File: config.mk
export PLATFORM = sky130hd
export DESIGN_NAME = lb_arbiter_flat
export DESIGN_NICKNAME = d
export VERILOG_FILES = /design/src/rtl/lb_arb_pkg.sv /design/src/rtl/lb_arbiter_if.sv /design/src/rtl/lb_rr_pick.sv /design/src/rtl/lb_arbiter.sv /design/src/flat_wrapper.sv
export SDC_FILE = /design/constraint.sdc
export NUM_CORES = 1
export LEC_CHECK = 0
export BUFFER_PORTS_ARGS = -buffer_cell sky130_fd_sc_hd__buf_2
export CAP_MARGIN = 10
export CORE_MARGIN = 2
export CORE_UTILIZATION = 30
export DETAILED_ROUTE_END_ITERATION = 16
export SYNTH_ARGS = -nofsm -noshare
export SYNTH_HDL_FRONTEND = slang
export SYNTH_SLANG_ARGS = --single-unit
File: constraint.sdc
create_clock -name clk_lb -period 2.5 [get_ports clk_lb]
set_clock_uncertainty 0.1 [all_clocks]
set_input_delay 0.375 -clock clk_lb [delete_from_list [all_inputs] [get_ports clk_lb]]
set_output_delay 0.375 -clock clk_lb [all_outputs]
set_load 0.005 [all_outputs]
File: src/rtl/lb_arb_pkg.sv
`default_nettype none
//----------------------------------------------------------------------
// Package : lb_arb_pkg
// Shared widths, FSM encoding and defaults for the LocalBus arbiter.
// Rev     : 1.0
//----------------------------------------------------------------------
package lb_arb_pkg;
  localparam int LB_DW = 32;
  localparam int LB_AW = 32;
  localparam int NUM_M = 2;

  localparam logic [1:0] ST_IDLE    = 2'd0;
  localparam logic [1:0] ST_ISSUE   = 2'd1;
  localparam logic [1:0] ST_RD_WAIT = 2'd2;
  localparam logic [1:0] ST_DONE    = 2'd3;

  localparam logic [LB_DW-1:0] TIMEOUT_DATA_DEF = 32'hDEADBEEF;
endpackage
`default_nettype wire

File: src/rtl/lb_arbiter_if.sv
`default_nettype none
//----------------------------------------------------------------------
// Interface : lb_arbiter_if
// Two master request ports plus the shared LocalBus slave port.
// Rev       : 1.0
//----------------------------------------------------------------------
interface lb_arbiter_if;
  import lb_arb_pkg::*;

  logic             m0_req;
  logic             m0_wr;
  logic [LB_AW-1:0] m0_addr;
  logic [LB_DW-1:0] m0_wr_d;
  logic             m0_ack;
  logic [LB_DW-1:0] m0_rd_d;
  logic             m0_err;

  logic             m1_req;
  logic             m1_wr;
  logic [LB_AW-1:0] m1_addr;
  logic [LB_DW-1:0] m1_wr_d;
  logic             m1_ack;
  logic [LB_DW-1:0] m1_rd_d;
  logic             m1_err;

  logic             lb_wr;
  logic             lb_rd;
  logic [LB_AW-1:0] lb_addr;
  logic [LB_DW-1:0] lb_wr_d;
  logic [LB_DW-1:0] lb_rd_d;
  logic             lb_rd_rdy;

  // Arbiter view
  modport slave (
    input  m0_req, m0_wr, m0_addr, m0_wr_d,
    input  m1_req, m1_wr, m1_addr, m1_wr_d,
    input  lb_rd_d, lb_rd_rdy,
    output m0_ack, m0_rd_d, m0_err,
    output m1_ack, m1_rd_d, m1_err,
    output lb_wr, lb_rd, lb_addr, lb_wr_d
  );

  // Environment view: masters plus the LocalBus slave
  modport master (
    output m0_req, m0_wr, m0_addr, m0_wr_d,
    output m1_req, m1_wr, m1_addr, m1_wr_d,
    output lb_rd_d, lb_rd_rdy,
    input  m0_ack, m0_rd_d, m0_err,
    input  m1_ack, m1_rd_d, m1_err,
    input  lb_wr, lb_rd, lb_addr, lb_wr_d
  );
endinterface
`default_nettype wire

File: src/rtl/lb_rr_pick.sv
`default_nettype none
//----------------------------------------------------------------------
// Module : lb_rr_pick
// Round-robin picker: one-hot grant from req vector and last-grant pointer.
// Rev    : 1.0
//----------------------------------------------------------------------
module lb_rr_pick
  import lb_arb_pkg::*;
(
  input  logic             clk,
  input  logic             rst_n,
  input  logic [NUM_M-1:0] req,
  input  logic             upd,
  input  logic             upd_idx,
  output logic [NUM_M-1:0] gnt
);

  logic last_q;
  logic last_d;

  always_comb begin
    last_d = last_q;
    if (upd) last_d = upd_idx;
  end

  // Reset to "m1 granted last" so m0 wins the first tie
  always_ff @(posedge clk or negedge rst_n) begin
    if (!rst_n) last_q <= 1'b1;
    else        last_q <= last_d;
  end

  always_comb begin
    gnt = req;
    if (req == 2'b11) gnt = last_q ? 2'b01 : 2'b10;
  end

endmodule
`default_nettype wire

File: src/rtl/lb_arbiter.sv
`default_nettype none
//----------------------------------------------------------------------
// Module : lb_arbiter
// Serialises two LocalBus masters onto one slave port, with read timeout.
// Rev    : 1.0
//----------------------------------------------------------------------
module lb_arbiter
  import lb_arb_pkg::*;
#(
  parameter int               TO_BITS      = 8,
  parameter int               TIMEOUT      = 255,
  parameter logic [LB_DW-1:0] TIMEOUT_DATA = TIMEOUT_DATA_DEF
) (
  input  logic         clk_lb,
  input  logic         reset_l,
  lb_arbiter_if.slave  bus,
  output logic         busy
);

  logic [1:0]         state_q, state_d;
  logic               gidx_q, gidx_d;
  logic               wr_q, wr_d;
  logic [TO_BITS-1:0] cnt_q, cnt_d;
  logic               wr_stb_q, wr_stb_d;
  logic               rd_stb_q, rd_stb_d;
  logic [LB_AW-1:0]   addr_q, addr_d;
  logic [LB_DW-1:0]   wdata_q, wdata_d;
  logic [NUM_M-1:0]   ack_q, ack_d;
  logic [LB_DW-1:0]   rd0_q, rd0_d, rd1_q, rd1_d;
  logic               err0_q, err0_d, err1_q, err1_d;
  logic               busy_q, busy_d;

  logic [NUM_M-1:0]   gnt;
  logic               timeout_hit;
  logic [LB_DW-1:0]   rdat;
  logic               rerr;

  lb_rr_pick u_pick (
    .clk     (clk_lb),
    .rst_n   (reset_l),
    .req     ({bus.m1_req, bus.m0_req}),
    .upd     (state_q == ST_DONE),
    .upd_idx (gidx_q),
    .gnt     (gnt)
  );

  assign timeout_hit = (state_q == ST_RD_WAIT) && (cnt_q >= TO_BITS'(TIMEOUT - 1));

  always_ff @(posedge clk_lb or negedge reset_l) begin
    if (!reset_l) begin
      state_q  <= ST_IDLE;
      gidx_q   <= 1'b0;
      wr_q     <= 1'b0;
      cnt_q    <= '0;
      wr_stb_q <= 1'b0;
      rd_stb_q <= 1'b0;
      addr_q   <= '0;
      wdata_q  <= '0;
      ack_q    <= '0;
      rd0_q    <= '0;
      rd1_q    <= '0;
      err0_q   <= 1'b0;
      err1_q   <= 1'b0;
      busy_q   <= 1'b0;
    end else begin
      state_q  <= state_d;
      gidx_q   <= gidx_d;
      wr_q     <= wr_d;
      cnt_q    <= cnt_d;
      wr_stb_q <= wr_stb_d;
      rd_stb_q <= rd_stb_d;
      addr_q   <= addr_d;
      wdata_q  <= wdata_d;
      ack_q    <= ack_d;
      rd0_q    <= rd0_d;
      rd1_q    <= rd1_d;
      err0_q   <= err0_d;
      err1_q   <= err1_d;
      busy_q   <= busy_d;
    end
  end

  always_comb begin
    state_d = state_q;
    case (state_q)
      ST_IDLE:    if (|gnt) state_d = ST_ISSUE;
      ST_ISSUE:   state_d = (wr_q || bus.lb_rd_rdy) ? ST_DONE : ST_RD_WAIT;
      ST_RD_WAIT: if (bus.lb_rd_rdy || timeout_hit) state_d = ST_DONE;
      ST_DONE:    state_d = ST_IDLE;
      default:    state_d = ST_IDLE;
    endcase
  end

  // Outputs are decoded from state_d so every port comes straight off a flop
  always_comb begin
    gidx_d  = gidx_q;
    wr_d    = wr_q;
    addr_d  = addr_q;
    wdata_d = wdata_q;
    cnt_d   = cnt_q;
    rdat    = '0;
    rerr    = 1'b0;

    if (state_q == ST_IDLE && |gnt) begin
      gidx_d  = gnt[1];
      wr_d    = gnt[1] ? bus.m1_wr   : bus.m0_wr;
      addr_d  = gnt[1] ? bus.m1_addr : bus.m0_addr;
      wdata_d = gnt[1] ? bus.m1_wr_d : bus.m0_wr_d;
    end

    if (state_q == ST_ISSUE) begin
      cnt_d = '0;
    end else if (state_q == ST_RD_WAIT && !bus.lb_rd_rdy) begin
      cnt_d = timeout_hit ? TO_BITS'(TIMEOUT) : cnt_q + TO_BITS'(1);
    end

    if (!wr_q) begin
      if (bus.lb_rd_rdy) begin
        rdat = bus.lb_rd_d;
      end else if (timeout_hit) begin
        rdat = TIMEOUT_DATA;
        rerr = 1'b1;
      end
    end

    wr_stb_d = (state_d == ST_ISSUE) && wr_d;
    rd_stb_d = (state_d == ST_ISSUE) && !wr_d;
    ack_d[0] = (state_d == ST_DONE) && !gidx_q;
    ack_d[1] = (state_d == ST_DONE) && gidx_q;
    rd0_d    = ack_d[0] ? rdat : '0;
    rd1_d    = ack_d[1] ? rdat : '0;
    err0_d   = ack_d[0] && rerr;
    err1_d   = ack_d[1] && rerr;
    busy_d   = (state_d != ST_IDLE);
  end

  assign bus.lb_wr   = wr_stb_q;
  assign bus.lb_rd   = rd_stb_q;
  assign bus.lb_addr = addr_q;
  assign bus.lb_wr_d = wdata_q;
  assign bus.m0_ack  = ack_q[0];
  assign bus.m1_ack  = ack_q[1];
  assign bus.m0_rd_d = rd0_q;
  assign bus.m1_rd_d = rd1_q;
  assign bus.m0_err  = err0_q;
  assign bus.m1_err  = err1_q;
  assign busy        = busy_q;

endmodule
`default_nettype wire

File: src/flat_wrapper.sv
// flat-port wrapper written by rule: the top's interface ports become plain ports
module lb_arbiter_flat import lb_arb_pkg::*;
#(
  parameter int               TO_BITS      = 8,
  parameter int               TIMEOUT      = 255,
  parameter logic [LB_DW-1:0] TIMEOUT_DATA = TIMEOUT_DATA_DEF
)
  (clk_lb, reset_l, busy, bus_m0_req, bus_m0_wr, bus_m0_addr, bus_m0_wr_d, bus_m1_req, bus_m1_wr, bus_m1_addr, bus_m1_wr_d, bus_lb_rd_d, bus_lb_rd_rdy, bus_m0_ack, bus_m0_rd_d, bus_m0_err, bus_m1_ack, bus_m1_rd_d, bus_m1_err, bus_lb_wr, bus_lb_rd, bus_lb_addr, bus_lb_wr_d);
  lb_arbiter_if bus_i ();
  input  logic clk_lb;
  input  logic reset_l;
  output logic busy;
  input wire logic [$bits(bus_i.m0_req)-1:0] bus_m0_req;
  input wire logic [$bits(bus_i.m0_wr)-1:0] bus_m0_wr;
  input wire logic [$bits(bus_i.m0_addr)-1:0] bus_m0_addr;
  input wire logic [$bits(bus_i.m0_wr_d)-1:0] bus_m0_wr_d;
  input wire logic [$bits(bus_i.m1_req)-1:0] bus_m1_req;
  input wire logic [$bits(bus_i.m1_wr)-1:0] bus_m1_wr;
  input wire logic [$bits(bus_i.m1_addr)-1:0] bus_m1_addr;
  input wire logic [$bits(bus_i.m1_wr_d)-1:0] bus_m1_wr_d;
  input wire logic [$bits(bus_i.lb_rd_d)-1:0] bus_lb_rd_d;
  input wire logic [$bits(bus_i.lb_rd_rdy)-1:0] bus_lb_rd_rdy;
  output wire logic [$bits(bus_i.m0_ack)-1:0] bus_m0_ack;
  output wire logic [$bits(bus_i.m0_rd_d)-1:0] bus_m0_rd_d;
  output wire logic [$bits(bus_i.m0_err)-1:0] bus_m0_err;
  output wire logic [$bits(bus_i.m1_ack)-1:0] bus_m1_ack;
  output wire logic [$bits(bus_i.m1_rd_d)-1:0] bus_m1_rd_d;
  output wire logic [$bits(bus_i.m1_err)-1:0] bus_m1_err;
  output wire logic [$bits(bus_i.lb_wr)-1:0] bus_lb_wr;
  output wire logic [$bits(bus_i.lb_rd)-1:0] bus_lb_rd;
  output wire logic [$bits(bus_i.lb_addr)-1:0] bus_lb_addr;
  output wire logic [$bits(bus_i.lb_wr_d)-1:0] bus_lb_wr_d;
  assign bus_i.m0_req = bus_m0_req;
  assign bus_i.m0_wr = bus_m0_wr;
  assign bus_i.m0_addr = bus_m0_addr;
  assign bus_i.m0_wr_d = bus_m0_wr_d;
  assign bus_i.m1_req = bus_m1_req;
  assign bus_i.m1_wr = bus_m1_wr;
  assign bus_i.m1_addr = bus_m1_addr;
  assign bus_i.m1_wr_d = bus_m1_wr_d;
  assign bus_i.lb_rd_d = bus_lb_rd_d;
  assign bus_i.lb_rd_rdy = bus_lb_rd_rdy;
  assign bus_m0_ack = bus_i.m0_ack;
  assign bus_m0_rd_d = bus_i.m0_rd_d;
  assign bus_m0_err = bus_i.m0_err;
  assign bus_m1_ack = bus_i.m1_ack;
  assign bus_m1_rd_d = bus_i.m1_rd_d;
  assign bus_m1_err = bus_i.m1_err;
  assign bus_lb_wr = bus_i.lb_wr;
  assign bus_lb_rd = bus_i.lb_rd;
  assign bus_lb_addr = bus_i.lb_addr;
  assign bus_lb_wr_d = bus_i.lb_wr_d;
  lb_arbiter #(.TO_BITS(TO_BITS), .TIMEOUT(TIMEOUT), .TIMEOUT_DATA(TIMEOUT_DATA)) u_core (.clk_lb(clk_lb), .reset_l(reset_l), .bus(bus_i), .busy(busy));
endmodule
* After elaboration in Yosys (flattened, before gate mapping)
Index checks and enable logic that the tools add are counted.
** Word-level totals
- Input port bits :: 167
- Logic and storage cells :: 62
- Output and inout port bits :: 135
- Register bits after elaboration :: 148
** Operators by class
- Reductions and logical operators :: 18
- $add $sub $neg :: 1
- Eq/ne operators :: 6
- Magnitude comparators :: 1
- Mux-type cells :: 21
** Operators by type and width (count)
- $mux W32 :: 7
- $mux W8 :: 3
- $logic_and A1 B1 Y1 :: 9
- $add A8 B1 Y8 const B :: 1
- $eq A2 B2 Y1 const B :: 4
- $ge A8 B8 Y1 const B :: 1
- $mux W2 :: 4
- $pmux W2 S4 :: 1
- $mux W1 :: 6
- $eq A2 B1 Y1 const B :: 2
- $reduce_bool A2 Y1 :: 2
- $logic_not A1 Y1 :: 3
- $logic_not A2 Y1 :: 1
- $logic_or A1 B1 Y1 :: 2
- $reduce_or A2 Y1 :: 1

* Logic depth before layout (Yosys ltp)
Gate-level depths: netlist (run 1).
- Depth in word-level cells :: 8
- Mapped depth :: 8
- Mapped depth without buffers :: 6

* Modules after synthesis
From an unflattened synthesis (run 1), not the netlist that was laid out.
** Unflattened totals
- Cells, all modules :: 573
- Area, all modules :: 6256.0 µm²
** Modules (own cells, without submodules)
- lb_arbiter :: cells each 567, sequential area each 3678.5 µm², times used 1, area an instance 6194.7 µm²
- lb_rr_pick :: cells each 6, sequential area each 26.3 µm², times used 1, area an instance 61.3 µm²

* Least setup slack after synthesis (run 1)
OpenSTA, ideal clock, no wires.
- Path type :: register to register
- Start :: register u_core.state_q[0]
- End :: register u_core.wr_stb_q, in the netlist u_core.bus.lb_wr
- Path buffers :: 2
- Data required time :: 2334 ps
- Path slack :: 460 ps
- Setup time :: 66 ps
- Arrival time :: 1874 ps
- Clock period less this slack :: 2040 ps
- Stages on the path, launching flop included :: 9
- Cells stage by stage :: dfrtp_1 -> inv_1 -> ha_1 -> nand4_1 -> or3_1 -> buf_2 -> a31oi_4 -> buf_4 -> and3b_1
** On the way
- Word-level cells in the longest chain between the ends :: 7
- Elaborated cells on any way between the ends :: 13
- Classes of those cells :: 4 x eq/ne; 4 x mux; 5 x reduce/logical
** RTL lines
- start: declaration :: line lb_arbiter.sv:20 : logic [1:0] state_q, state_d;
- start signal: assignment :: line lb_arbiter.sv:66 : state_q <= state_d;
- $eq A2 B2 Y1 :: line lb_arbiter.sv:47, lb_arbiter.sv:85
- $logic_and A1 B1 Y1 :: line lb_arbiter.sv:47 : assign timeout_hit = (state_q == ST_RD_WAIT) && (cnt_q >= TO_BITS'(TIMEOUT - 1));
- $logic_or A1 B1 Y1 :: line lb_arbiter.sv:88 : ST_RD_WAIT: if (bus.lb_rd_rdy || timeout_hit) state_d = ST_DONE;
- $mux W2 :: line lb_arbiter.sv:88
- $pmux W2 S4 :: line lb_arbiter.sv:85 : case (state_q)
- $eq A2 B1 Y1 :: line lb_arbiter.sv:126 : wr_stb_d = (state_d == ST_ISSUE) && wr_d;
- $logic_and A1 B1 Y1 (*) :: line lb_arbiter.sv:126
- via u_core.wr_stb_d :: line lb_arbiter.sv:24 : logic wr_stb_q, wr_stb_d;
- end signal: assignment :: line lb_arbiter.sv:70 : wr_stb_q <= wr_stb_d;
- end: declaration :: line lb_arbiter.sv:24
Mark *: on every way through the listed nets, which the timed path passes. The rest lies on a longest branch.
A chain may end at the register's enable or synchronous reset.

* Worst setup path after layout (run 1)
- Start :: register u_core.state_q[0]
- End :: register u_core.rd_stb_q, in the netlist u_core.bus.lb_rd
** On the way
- Word-level cells in the longest chain between the ends :: 7
- Elaborated cells on any way between the ends :: 14
- Classes of those cells :: 4 x eq/ne; 4 x mux; 6 x reduce/logical
** RTL lines
- $eq A2 B2 Y1 :: line lb_arbiter.sv:47, lb_arbiter.sv:85
- $logic_and A1 B1 Y1 :: line lb_arbiter.sv:47
- $logic_or A1 B1 Y1 :: line lb_arbiter.sv:88
- $mux W2 :: line lb_arbiter.sv:88
- $pmux W2 S4 :: line lb_arbiter.sv:85
- $eq A2 B1 Y1 :: line lb_arbiter.sv:127 : rd_stb_d = (state_d == ST_ISSUE) && !wr_d;
- $logic_and A1 B1 Y1 (*) :: line lb_arbiter.sv:127
- via u_core.rd_stb_d :: line lb_arbiter.sv:25 : logic rd_stb_q, rd_stb_d;
- end signal: assignment :: line lb_arbiter.sv:71 : rd_stb_q <= rd_stb_d;
- end: declaration :: line lb_arbiter.sv:25
Marked as above.

==> results.txt, run 1 <==
Final Hold Viols -> 0
Post-synthesis cell type count -> 43
Syn avg cell area -> 11.4 um2
Setup Buffers After CTS -> 0
CP Max Fanout -> 22
Starting Density -> 30.5%
Sink Count -> 148
Worst skew pair latency -> 0.42 ns
Final-report setup violation count -> 0
Sw frac -> 34.1%
Power Dens Cells -> 1060 mW/mm2
Die height -> 147 um
Setup CP Type -> reg2reg
Clock power share -> 30.6%
DRC errors left -> 0
Clock Pin Slew Worst Setup and Hold Paths -> 0.07 ns
Area Overhead vs Synth -> 40.7%
Dpl hpwl -> 12,200 um
R2R cell count -> 6
Mapped Nets -> 713
Via/cell ratio -> 4.58
Max-Cap Viols -> 0
Final instance area -> 0.00868 mm2
Worst Path Required -> 2.74 ns
Clock buffer depth -> 2
Placement Cell Area -> 0.00801 mm2
H-tree depth -> 4
GRT Total Usage -> 15.8%
CTS tree -> built
Horiz. Die Dim -> 147 um
Sequential share of power -> 37.1%
Crit path launch type -> register
Setup_tns -> 0 ns
Drt initial violations -> 191
Pint -> 6.07 mW
# rows -> 52
Crit path capture type -> register
Hold/Removal Path Class -> in2reg
Pin count of the biggest net entering global routing -> 130
Initial antenna violation count -> 1
CTS root buf -> clkbuf_16
Post-synth EDFFs -> 0
LEAKAGE -> 4.66 nW
Mapped Cells -> 539
Comb power frac -> 32.3%
Area of the mapped netlist -> 0.00617 mm2
CTS Buf Count -> 17
Fraction of registers with async set/reset -> 100%
Arrival time at the worst endpoint -> 2.58 ns
Sequential fraction of the synthesis area -> 60.0%
Status -> finished clean
Hold Crit Depth -> 2
Vias in the first global route -> 5,007
Prevailing post-synth register cell -> dfrtp_1
Final design utilization -> 42.9%
Yosys reg bits -> 148
Final Slew Violations -> 0
Gr ovfl total -> 0
Period utilization -> 93.6%
Share of cells above drive strength 1 -> 42.9%
YS warnings -> 0
VDD IR max -> 0.000428 V
Psw -> 3.15 mW
Placer Congestion -> 0.774
Actual slew at the worst max-slew pin -> 0.768 ns
Min cycle time layout -> 2.34 ns
Drt first pass iters -> 4
DR vias -> 5,103
Final #Nets -> 1,004
Slew HR -> 48.1%
Full die area -> 0.0217 mm2
Port Buf Inserts -> 301
Routed Antenna Nets -> 0
First-pass GRT wire length -> 26,600 um
Final wirelength -> 17,200 um
I/O pin count -> 302
CORE AREA -> 0.0202 mm2
Fmax -> 427 MHz
Average routed wire per standard cell -> 15.4 um
-- sequential cells by signal (all words and copies together) (netlist names) --
name,flops
u_core.u_pick.last_q,1
u_core.bus.m1_rd_d,32
u_core.bus.m0_err,1
u_core.bus.lb_rd,1
u_core.busy,1
u_core.bus.m1_err,1
u_core.cnt_q,8
u_core.bus.m0_rd_d,32
u_core.state_q,2
u_core.bus.lb_wr_d,32
u_core.bus.lb_addr,32
u_core.gidx_q,1
u_core.wr_q,1
u_core.ack_q,2
u_core.bus.lb_wr,1
-- path summary, 6_finish.rpt --
path	from	to	slack [ns]
setup / recovery	u_core.state_q[0]$_DFF_PN0_	u_core.bus.lb_rd$_DFF_PN0_	0.16
hold / removal	bus_lb_rd_d[4]	u_core.bus.m1_rd_d[4]$_DFF_PN0_	0.1
setup reg to reg	u_core.state_q[0]$_DFF_PN0_	u_core.bus.lb_rd$_DFF_PN0_	0.16
hold reg to reg	u_core.bus.lb_wr_d[13]$_DFFE_PN0P_	u_core.bus.lb_wr_d[13]$_DFFE_PN0P_	0.37
max in group asynchronous	reset_l	u_core.bus.m1_rd_d[24]$_DFF_PN0_	1.29
min in group asynchronous	reset_l	u_core.cnt_q[2]$_DFFE_PN0P_	0.37
-- power groups by stage --
stage | clock [mW] | combinational (mW) | sequential, mW
after floorplan | 0 | 1.60 | 3.52
after global placement | 0 | 3.00 | 3.43
after detailed placement | 0 | 3.02 | 3.47
after CTS | 2.89 | 3.04 | 3.43
after global routing | 3.01 | 3.34 | 3.50
final | 2.82 | 2.98 | 3.42
-- synthesized netlist by cell type (2+ instances only) --
library cell	instances	area, um2
nand3_1	2	10.0
inv_1	4	15.0
and3b_1	2	17.5
nand2_1	90	338
o21bai_1	2	15.0
a41oi_1	2	17.5
and4_1	4	35.0
mux2_2	3	33.8
a31oi_1	3	18.8
o21ai_1	20	100
ha_1	7	87.6
and3_1	18	113
nor2b_1	2	12.5
o21ai_2	2	17.5
mux2i_1	64	641
dfrtp_1	147	3680
nor2_1	5	18.8
a21oi_1	2	10.0
clkbuf_1	24	90.1
buf_2	17	85.1
a211oi_1	50	375
nor3_1	3	15.0
o21ai_0	46	230
-- area by class of cell --
| class | count | area [um2] |
|---|---|---|
| fill | 1971 | 11600 |
| sequential | 148 | 3700 |
| multi-input combinational | 343 | 2280 |
| timing repair buffer | 315 | 1680 |
| clock buffer | 18 | 439 |
| tap | 270 | 338 |
| clock inverter | 14 | 214 |
| inverter | 5 | 18.8 |
| antenna | 1 | 2.50 |
-- layer usage --
layer | routed length [um] | global-route usage (%) | part of all wire, % | up-vias
met2 | 8390 | 26.4 | 49 | 186
met1 | 7200 | 19.3 | 42 | 2400
met3 | 1370 | 5.83 | 8.0 | 17
met4 | 236 | 4.57 | 1.4 | 0
met5 | 0 | 0 | 0 | -
li1 | - | - | - | 2500
-- cell families after synthesis --
| kind of cell | count (synthesis) | share of synthesized area, % |
|---|---|---|
| adders and majority gates | 7 | 1.42 |
| and+or+nand+nor | 137 | 10.5 |
| buffers and inverters | 48 | 3.45 |
| muxes | 67 | 10.9 |
| DFF | 148 | 60.0 |
| AOI/OAI and AO/OA | 132 | 13.7 |
-- repair_timing --
| action | 4_1_cts | 5_1_grt |
|---|---|---|
| hold endpoints to repair | 48 | 0 |
| hold buffers | 1 | 0 |
| gates resized for setup | 0 | 2 |
| setup endpoints to repair | 0 | 21 |
-- through the flow --
step	power (mW)	worst slack (ns)	std cells	hold slack, ns
4_1_cts	9.36	0.0916	1113	0.0771
2_1_floorplan	5.13	0.460	539	-0.0206
6_report	9.22	0.160	1114	0.0974
5_1_grt	9.86	-0.0186	1114	0.0778
3_5_place_dp	6.49	0.124	1080	0.270
3_3_place_gp	6.43	0.181	1080	0.269
-- placed cells by master (no fill, tap or decap), types with 2 or more instances in the layout --
cell type	n
a211oi_1	50
a21oi_1	2
a31oi_1	3
a41oi_1	2
and3_1	18
and3b_1	2
and4_1	4
buf_12	5
buf_2	300
buf_4	8
bufinv_16	4
clkbuf_16	17
clkinv_4	3
dfrtp_1	147
ha_1	6
inv_1	4
inv_6	3
inv_8	3
mux2_2	3
mux2i_1	64
nand2_1	90
nand3_1	2
nor2_1	5
nor2b_1	2
nor3_1	3
o21ai_0	46
o21ai_1	19
o21ai_2	2
o21bai_1	2
-- critical path, cell delays in order (launching register included) --
cell	delay [ns]
dfrtp_1	0.44
inv_1	0.13
ha_2	0.23
nand4_1	0.18
or3_4	0.48
a31oi_4	0.45
nor3b_2	0.24
Power figures use the tool's default switching activity.
==> run 2: changes to the inputs <==
--- a/config.mk
+++ b/config.mk
@@ -5,11 +5,13 @@
 export SDC_FILE = /design/constraint.sdc
 export NUM_CORES = 1
 export LEC_CHECK = 0
+export ABC_AREA = 1
 export BUFFER_PORTS_ARGS = -buffer_cell sky130_fd_sc_hd__buf_2
 export CAP_MARGIN = 10
 export CORE_MARGIN = 2
 export CORE_UTILIZATION = 30
 export DETAILED_ROUTE_END_ITERATION = 16
+export PLACE_DENSITY = 0.57
 export SYNTH_ARGS = -nofsm -noshare
 export SYNTH_HDL_FRONTEND = slang
 export SYNTH_SLANG_ARGS = --single-unit
==> constraint.sdc (replaced) <==
create_clock -name clk_lb -period 2.5 [get_ports clk_lb]
set_clock_uncertainty 0.1 [all_clocks]
set_input_delay 0.375 -clock clk_lb [delete_from_list [all_inputs] [get_ports clk_lb]]
set_output_delay 0.375 -clock clk_lb [all_outputs]
set_load 0.01 [all_outputs]
==> results.txt, run 2 <==
Period utilization -> 84.2% (was 93.6%)
Hold Crit Depth -> 3 (was 2)
Dpl hpwl -> 13,500 um (was 12,200 um)
CORE AREA -> 0.0204 mm2 (was 0.0202 mm2)
First-pass GRT wire length -> 29,100 um (was 26,600 um)
Hold Slack -> 0.110 ns (was 0.0974 ns)
R2R cell count -> 11 (was 6)
Mapped Nets -> 877 (was 713)
Synth top area cells -> dfrtp_1 (59%), nand2_1 (9.0%), nor2_1 (8.3%) (was dfrtp_1 (60%), mux2i_1 (10%), a211oi_1 (6.1%))
Worst reg2reg setup slack -> 0.39 ns (was 0.16 ns)
CTS tree -> built (unchanged)
Crit path launch type -> register (unchanged)
VDD IR max -> 0.000445 V (was 0.000428 V)
Prevailing post-synth register cell -> dfrtp_1 (unchanged)
Final #Nets -> 1,167 (was 1,004)
Min cycle time layout -> 2.11 ns (was 2.34 ns)
H-tree depth -> 4 (unchanged)
DRC errors left -> 0 (unchanged)
GRT Total Usage -> 16.7% (was 15.8%)
Yosys reg bits -> 148 (unchanged)
Clock Pin Slew Worst Setup and Hold Paths -> 0.07 ns (about the same)
Post-synthesis cell type count -> 25 (was 43)
Sink Count -> 148 (unchanged)
Leading cell types in the layout, fill and taps excluded -> buf_2 (300), nand2_1 (148), dfrtp_1 (147) (was buf_2 (300), dfrtp_1 (147), nand2_1 (90))
Hold path endpoint -> u_core.bus.lb_wr_d[12]$_DFFE_PN0P_ (was u_core.bus.m1_rd_d[4]$_DFF_PN0_)
RSZ-0062 raised after global routing -> false
Syn avg cell area -> 8.94 um2 (was 11.4 um2)
Setup slack after layout -> 0.394 ns (was 0.160 ns)
Die height -> 149 um (was 147 um)
# rows -> 52 (unchanged)
Pin count of the biggest net entering global routing -> 56 (was 130)
Final design utilization -> 42.9% (about the same)
Ant diodes -> 0 (was 1)
Vias in the first global route -> 5,676 (was 5,007)
Power Dens Cells -> 1080 mW/mm2 (was 1060 mW/mm2)
Worst r2r src -> u_core.state_q[0]$_DFF_PN0_ (unchanged)
Horiz. Die Dim -> 149 um (was 147 um)
Max-Cap Viols -> 0 (unchanged)
Drt initial violations -> 181 (was 191)
Area Overhead vs Synth -> 38.9% (was 40.7%)
Largest area contributor in the netlist -> dfrtp_1 (unchanged)
Setup Buffers After CTS -> 0 (unchanged)
Crit path capture type -> register (unchanged)
Synth top cells by count -> nand2_1 (150), dfrtp_1 (147), nor2_1 (139) (was dfrtp_1 (147), nand2_1 (90), mux2i_1 (64))
Place WS -> 0.387 ns (was 0.124 ns)
Final Slew Violations -> 0 (unchanged)
Worst skew pair latency -> 0.41 ns (was 0.42 ns)
Sequential fraction of the synthesis area -> 59.0% (was 60.0%)
Status -> finished clean (unchanged)
Worst Path Required -> 2.74 ns (about the same)
Hold/Removal Path Class -> in2reg (unchanged)
Slew HR -> 66.0% (was 48.1%)
Hold Crit Start -> bus_m0_wr_d[12] (was bus_lb_rd_d[4])
Arrival time at the worst endpoint -> 2.34 ns (was 2.58 ns)
YS warnings -> 0 (unchanged)
Final-report setup violation count -> 0 (unchanged)
I/O pin count -> 302 (unchanged)
Setup_tns -> 0 ns (unchanged)
Final wirelength -> 18,600 um (was 17,200 um)
Fraction of registers with async set/reset -> 100% (unchanged)
Routed Antenna Nets -> 0 (unchanged)
Area of the mapped netlist -> 0.00628 mm2 (was 0.00617 mm2)
Fmax -> 475 MHz (was 427 MHz)
LEAKAGE -> 4.64 nW (was 4.66 nW)
Placer Congestion -> 0.786 (was 0.774)
CP Max Fanout -> 21 (was 22)
Drt first pass iters -> 6 (was 4)
Gr ovfl total -> 0 (unchanged)
Port Buf Inserts -> 301 (unchanged)
Mapped Cells -> 703 (was 539)
Count leader, synth -> nand2_1 (was dfrtp_1)
Actual slew at the worst max-slew pin -> 0.511 ns (was 0.768 ns)
Non-filler cells, final -> 1,276 (was 1,114)
Via/cell ratio -> 4.54 (was 4.58)
Post-synth EDFFs -> 0 (unchanged)
CTS root buf -> clkbuf_16 (unchanged)
Setup CP Type -> reg2reg (unchanged)
Commonest non-fill, non-tap cell in the layout -> buf_2 (unchanged)
Average routed wire per standard cell -> 14.6 um (was 15.4 um)
Initial antenna violation count -> 0 (was 1)
PostCTS Resize Cnt -> 0 (unchanged)
Starting Density -> 30.9% (was 30.5%)
DR vias -> 5,797 (was 5,103)
CTS Buf Count -> 17 (unchanged)
Clock buffer depth -> 2 (unchanged)
Reg2reg end -> u_core.bus.m0_rd_d[15]$_DFF_PN0_ (was u_core.bus.lb_rd$_DFF_PN0_)
Placed cells -> 1,243 (was 1,080)
Full die area -> 0.0221 mm2 (was 0.0217 mm2)
Share of cells above drive strength 1 -> 36.2% (was 42.9%)
Final Hold Viols -> 0 (unchanged)
Top cell type's share of synthesized area -> 58.5% (was 59.6%)
## run 2: cell families (layout without fill, tap and decap cells)
family | after synthesis | after routing | synth area share (%)
buf+inv | 91 | 394 | 6.49
flops | 148 | 148 | 59.0
xor+xnor | 2 | 2 | 0.279
fa+ha+maj | 7 | 7 | 1.39
simple gates | 375 | 375 | 25.2
compound gates | 80 | 80 | 7.71
## run 2: layer usage
| metal | share of wire [%] | track usage (%) |
|---|---|---|
| met5 | 0 | 0 |
| met4 | 1.3 | 5.38 |
| met3 | 8.4 | 4.57 |
| met2 | 47 | 27.6 |
| met1 | 44 | 21.2 |
## run 2: what timing repair did
action,4_1_cts,5_1_grt
endpoints found under the hold margin,53,0
setup endpoints to repair,0,0
hold buffers,1,0
## run 2: worst max path at each step
| stage | start | end | slack (ns) |
|---|---|---|---|
| 3_3_place_gp | u_core.u_pick.last_q$_DFFE_PN1N_ | u_core.bus.lb_addr[6]$_DFFE_PN0P_ | 0.43 |
| 5_1_grt | u_core.state_q[0]$_DFF_PN0_ | u_core.bus.m0_rd_d[21]$_DFF_PN0_ | 0.20 |
| 4_1_cts | u_core.state_q[0]$_DFF_PN0_ | u_core.bus.m0_rd_d[15]$_DFF_PN0_ | 0.37 |
| 6_report | u_core.state_q[0]$_DFF_PN0_ | u_core.bus.m0_rd_d[15]$_DFF_PN0_ | 0.39 |
| 2_1_floorplan | u_core.state_q[0]$_DFF_PN0_ | u_core.bus.m0_rd_d[22]$_DFF_PN0_ | 0.74 |
| 3_5_place_dp | u_core.state_q[0]$_DFF_PN0_ | u_core.bus.m0_rd_d[15]$_DFF_PN0_ | 0.39 |
## run 2: critical path, cell delays in order, from the launching register on
cell and delay (ns):
dfrtp_1 0.41, inv_1 0.13, ha_1 0.22, nand2_1 0.11, nor2_4 0.13, nand3_2 0.13, nand2_2 0.08, nand2_2 0.06
nand2_4 0.09, nand4_4 0.22, buf_12 0.25, nor2_1 0.10
## run 2: metrics by stage
step / area [um2] / power [mW]
global placement: 8080 / 6.81
detailed placement: 8080 / 6.83
CTS: 8730 / 9.62
floorplan: 6280 / 5.50
global route: 8730 / 10.1
finish: 8730 / 9.46
## run 2: cell type report
cell class	instances	area (um2)
Fill cell	2063	11600
Sequential cell	148	3700
Multi-Input combinational cell	464	2180
Timing Repair Buffer	317	1700
Clock buffer	17	425
Tap cell	270	338
Clock inverter	15	214
Inverter	45	170
## run 2: where the power goes
part	leakage, nW	internal, mW	switching [mW]
combinational	2.47	1.25	2.00
clock	0.309	1.62	1.13
sequential	1.86	3.09	0.373
total	4.64	5.96	3.50
